==> config.mk <==
export PLATFORM = sky130hd
export DESIGN_NAME = debug_reg_dumper
export DESIGN_NICKNAME = d
export VERILOG_FILES = /design/src/rtl/debug_reg_dumper.sv
export SDC_FILE = /design/constraint.sdc
export NUM_CORES = 1
export LEC_CHECK = 0
export CORE_MARGIN = 4
export CORE_UTILIZATION = 45
export CTS_CLUSTER_SIZE = 14
export DETAILED_ROUTE_END_ITERATION = 7
export GPL_ROUTABILITY_DRIVEN = 0
export PLACE_DENSITY = 0.87
export SYNTH_ARGS = -nofsm -noshare
export SYNTH_HDL_FRONTEND = slang
export SYNTH_SLANG_ARGS = --single-unit
==> constraint.sdc <==
create_clock -name i_clk -period 1.85 [get_ports i_clk]
set_input_delay 0.185 -clock i_clk [delete_from_list [all_inputs] [get_ports i_clk]]
set_output_delay 0.185 -clock i_clk [all_outputs]
set_load 0.01 [all_outputs]
==> src/rtl/debug_reg_dumper.sv <==
// Debug register dumper: walks the register bank's debug read port, snapshots
// each word and streams it MSB byte first over a valid/ready byte interface.
module debug_reg_dumper #(
  parameter int BITS_REGS = 5,
  parameter int BITS_SIZE = 32,
  parameter int REG_SIZE  = 32
) (
  input  logic                 i_clk,
  input  logic                 i_reset,
  input  logic                 i_start,
  input  logic [BITS_SIZE-1:0] i_reg_data,
  input  logic                 i_tx_ready,
  output logic [BITS_REGS-1:0] o_addr_regs,
  output logic [7:0]           o_tx_data,
  output logic                 o_tx_valid,
  output logic                 o_busy,
  output logic                 o_done
);

  localparam int NBYTES = BITS_SIZE / 8;
  localparam int CNT_W  = (NBYTES > 1) ? $clog2(NBYTES) : 1;
  localparam logic [CNT_W-1:0]     LAST_BYTE = CNT_W'(NBYTES - 1);
  localparam logic [BITS_REGS-1:0] LAST_REG  = BITS_REGS'(REG_SIZE - 1);

  typedef enum logic [1:0] {
    IDLE,
    READ,
    SEND,
    DONE
  } state_t;

  state_t               state, state_n;
  logic [BITS_SIZE-1:0] shift, shift_n;
  logic [BITS_REGS-1:0] reg_idx, reg_idx_n;
  logic [CNT_W-1:0]     byte_cnt, byte_cnt_n;

  always_ff @(posedge i_clk) begin
    if (i_reset) begin
      state    <= IDLE;
      shift    <= '0;
      reg_idx  <= '0;
      byte_cnt <= '0;
    end else begin
      state    <= state_n;
      shift    <= shift_n;
      reg_idx  <= reg_idx_n;
      byte_cnt <= byte_cnt_n;
    end
  end

  always_comb begin
    state_n    = state;
    shift_n    = shift;
    reg_idx_n  = reg_idx;
    byte_cnt_n = byte_cnt;
    case (state)
      IDLE: begin
        if (i_start) begin
          reg_idx_n = '0;
          state_n   = READ;
        end
      end
      READ: begin
        // Address has been stable for a full cycle, so the word is captured once here.
        shift_n    = i_reg_data;
        byte_cnt_n = '0;
        state_n    = SEND;
      end
      SEND: begin
        if (i_tx_ready) begin
          if (byte_cnt != LAST_BYTE) begin
            shift_n    = shift << 8;
            byte_cnt_n = byte_cnt + CNT_W'(1);
          end else if (reg_idx != LAST_REG) begin
            reg_idx_n = reg_idx + BITS_REGS'(1);
            state_n   = READ;
          end else begin
            state_n = DONE;
          end
        end
      end
      DONE: state_n = IDLE;
      default: state_n = IDLE;
    endcase
  end

  assign o_addr_regs = reg_idx;
  assign o_tx_valid  = (state == SEND);
  assign o_tx_data   = (state == SEND) ? shift[BITS_SIZE-1 -: 8] : '0;
  assign o_busy      = (state != IDLE);
  assign o_done      = (state == DONE);

endmodule
==> summary.txt <==
Finish
  • Fin nets: 330
  • Post-Layout Inst Area: 2859 µm²
  • Antenna diode count: 0
  • Share of layout cells above drive strength 1: 0.1712
  • Leading cell types in the layout, fill and taps excluded: 56 x sky130_fd_sc_hd__nand2_1, 50 x sky130_fd_sc_hd__clkdlybuf4s50_1, 40 x sky130_fd_sc_hd__dfxtp_1
  • Signed area change from the synthesized netlist to the final layout: 30.42%
  • Leading cell type in the layout, fill and taps excluded: sky130_fd_sc_hd__nand2_1

Worst hold path
  • Worst min path class: primary input to register
  • Hold Startpoint: i_reset

Worst setup path
  • Worst path bufs/invs: 2
  • Cell at the slowest stage of the critical path: sky130_fd_sc_hd__clkdlybuf4s50_1
  • Type of element capturing the critical path: output port
  • Worst path max stage delay: 0.48 ns
  • Crit path arrival time: 1.59 ns
  • Cell class contributing the biggest share of worst-path delay: buffers and inverters
  • Max FO, Critical Path: 18
  • Ordered list of cells on the worst path: buf_4 > or2_2 > clkdlybuf4s50_1
  • Required arrival time at the worst endpoint: 1.66 ns
  • Origin of the worst setup path: state[1]
  • Reg-to-reg critical path startpoint: o_addr_regs[1]
  • Classification of the worst setup path: register to output port
  • Sort of element at the start of the critical path: register

STA
  • Share of the cycle needed by the critical path after routing: 0.9606
  • Actual slew at the worst max-slew pin: 0.5481 ns
  • Setup clock skew after layout: 0.01054 ns
  • Number of slew-limit violations in the final report: 0
  • RSZ-0062 raised after global routing: no
  • Highest achievable clock rate: 0.5627 GHz
  • Number of hold violations in the final report: 0
  • Final worst hold slack: 0.4133 ns
  • Relative slew slack: 0.6346
  • Final setup vio count: 0
  • Final critical path time including I/O delays and setup: 1.777 ns

Power
  • Clock share of power: 0.348
  • Portion of total power attributed to sequential cells: 0.453
  • Worst vdd ir: 395.8 µV
  • Power per cell area: 758.3 nW/µm²
  • Static Leak: 1.013 nW
  • Fraction of power spent switching nets: 0.2619
  • Power share of the combinational group: 0.199
  • Cell-internal power: 1.600 mW
  • Power Total: 2.168 mW
  • Total net switching power: 567.9 µW

Floorplan
  • Boundary pin count: 52
  • Die W: 77.80 µm
  • Overall die height: 77.80 µm
  • Core Rows: 25
  • Area enclosed by the die boundary: 6052 µm²
  • Placeable Area: 4723 µm²
  • Initial Util: 0.4641

Synthesis
  • Mapped cell area: 2192 µm²
  • Area share of the largest cell type after synthesis: 0.3744
  • Register area share after synthesis: 0.3744
  • Synth area leaders: sky130_fd_sc_hd__dfxtp_1 37%, sky130_fd_sc_hd__a311oi_2 14%, sky130_fd_sc_hd__nand2_1 9.6%, sky130_fd_sc_hd__nor3_1 5.0%, sky130_fd_sc_hd__a21oi_1 3.2%
  • Post-synthesis sequential element count: 41
  • Post-Synthesis Cells: 248
  • Post-synthesis cell type with the largest combined area: sky130_fd_sc_hd__dfxtp_1
  • Synth warnings: 0
  • Number of enable-type register cells in the synthesized netlist: 0
  • Asr flop ratio synth: 0
  • Distinct cell type count after synthesis: 40
  • Syn Nets: 287
  • Leading register cell type out of synthesis: sky130_fd_sc_hd__dfxtp_1
  • Avg Synthesized Cell Area: 8.839 µm²

Global route
  • Via count of the first global-routing pass: 1,885
  • Global Route Usage Sum: 0.1744
  • GRT Residual Overflow: 0
  • Pin count of the biggest net entering global routing: 34
  • Global-route wire length before repair: 8535 µm
  • Number of antenna violations at the first check in global routing: 0

Routing
  • Number of DRC markers in iteration 0: 166
  • DRC violation count after routing: 0
  • Post-route antenna net violation count: 0
  • Detailed Route WL: 5201 µm
  • Vias: 1,935
  • Average detailed-routed wire length per instance: 14.49 µm
  • First-pass iteration count of the detailed router: 4
  • Vias/cell: 5.390

CTS
  • Clock insertion delay at the later pin of the skew report: 0.30 ns
  • Number of sinks on the clock net: 41
  • Cells resized by post-CTS repair: 2
  • H-tree levels: 2
  • CTS root buf: sky130_fd_sc_hd__clkbuf_8
  • Clock transition at path regs: 0.08 ns
  • Clock tree from TritonCTS: yes
  • Number of buffers inserted to repair setup after CTS: 0
  • Longest Clk Path Bufs: 2
  • Clock buffer count from CTS: 5
  • Hold-fix buffers at CTS: 0

Flow run
  • MaxCap Viol Count: 0

Status
  • Run status: finished, final reports clean

Place
  • HPWL after detailed placement: 3570 µm
  • Placed cell area: 2723 µm²
  • Count of buffers inserted at the top-level ports: 51
-- registers in the layout (all words and copies together), names as in the netlist --
| name | count |
|---|---|
| state | 2 |
| o_addr_regs | 5 |
| shift | 32 |
| byte_cnt | 2 |
-- worst register-to-register path, cell delays in order (launching register included) --
cell,delay [ns]
sky130_fd_sc_hd__dfxtp_2,0.34
sky130_fd_sc_hd__ha_1,0.19
sky130_fd_sc_hd__and3_1,0.19
sky130_fd_sc_hd__ha_1,0.19
sky130_fd_sc_hd__nand3b_4,0.19
sky130_fd_sc_hd__or4_4,0.43
sky130_fd_sc_hd__a31oi_1,0.18
-- area by class of cell --
type / instances / area [µm²]
Clock buffer: 6 / 82.58
Clock inverter: 2 / 37.54
Fill cell: 409 / 1864
Inverter: 2 / 10.01
Multi-Input combinational cell: 180 / 1205
Sequential cell: 41 / 822.0
Tap cell: 67 / 83.83
Timing Repair Buffer: 61 / 618.1
-- synth_stat cells, drive strengths merged, types with 2 or more instances --
cell type	number
nand2b	4
buf	20
or4	2
a21oi	14
and2	9
dfxtp	41
clkbuf	5
o21ai	2
ha	3
a311oi	24
nor2	3
nor2b	4
a31oi	2
nor3	25
nand2	57
nand3	12
o211ai	5
-- per-layer routing --
| layer | track usage | wire length (µm) |
|---|---|---|
| met5 | 0 | 0 |
| met4 | 0.08007 | 76 |
| met3 | 0.03132 | 211 |
| met2 | 0.3031 | 2579 |
| met1 | 0.2069 | 2334 |
-- logic make-up (layout without fill, tap and decap cells) --
group	after synthesis	in the layout	share of synthesized area
multiplexers	1	1	0.004566
flip-flops	41	41	0.3744
adder cells (fa/ha/maj)	3	3	0.01713
AO/OA/AOI/OAI	50	50	0.2232
buffers and inverters	27	71	0.08276
AND/OR/NAND/NOR	126	126	0.2979
-- final timing paths --
kind	end	slack [ns]	cells after the start
min	byte_cnt[0]	0.41	2
max reg2reg	o_addr_regs[3]	0.08	6
min reg2reg	shift[4]	0.47	2
max	o_busy	0.07	3
-- power groups by stage --
stage / Combinational, mW / Sequential, mW / Clock [mW]
6_report: 0.431 / 0.983 / 0.754
5_1_grt: 0.470 / 0.991 / 0.804
4_1_cts: 0.432 / 0.982 / 0.764
3_5_place_dp: 0.427 / 1.00 / 0
3_3_place_gp: 0.414 / 0.998 / 0
2_1_floorplan: 0.298 / 0.994 / 0
-- metrics by stage --
step	setup slack (ns)	instances	util	TNS [ns]
3_5_place_dp	-0.03600	351	0.5764	-0.03600
5_1_grt	0.006059	359	0.6053	0
6_report	0.07286	359	0.6053	0
3_3_place_gp	0.1145	351	0.5764	0
2_1_floorplan	0.07520	248	-	0
4_1_cts	0.05356	359	0.6040	0
(Power assumes the default switching activity.)
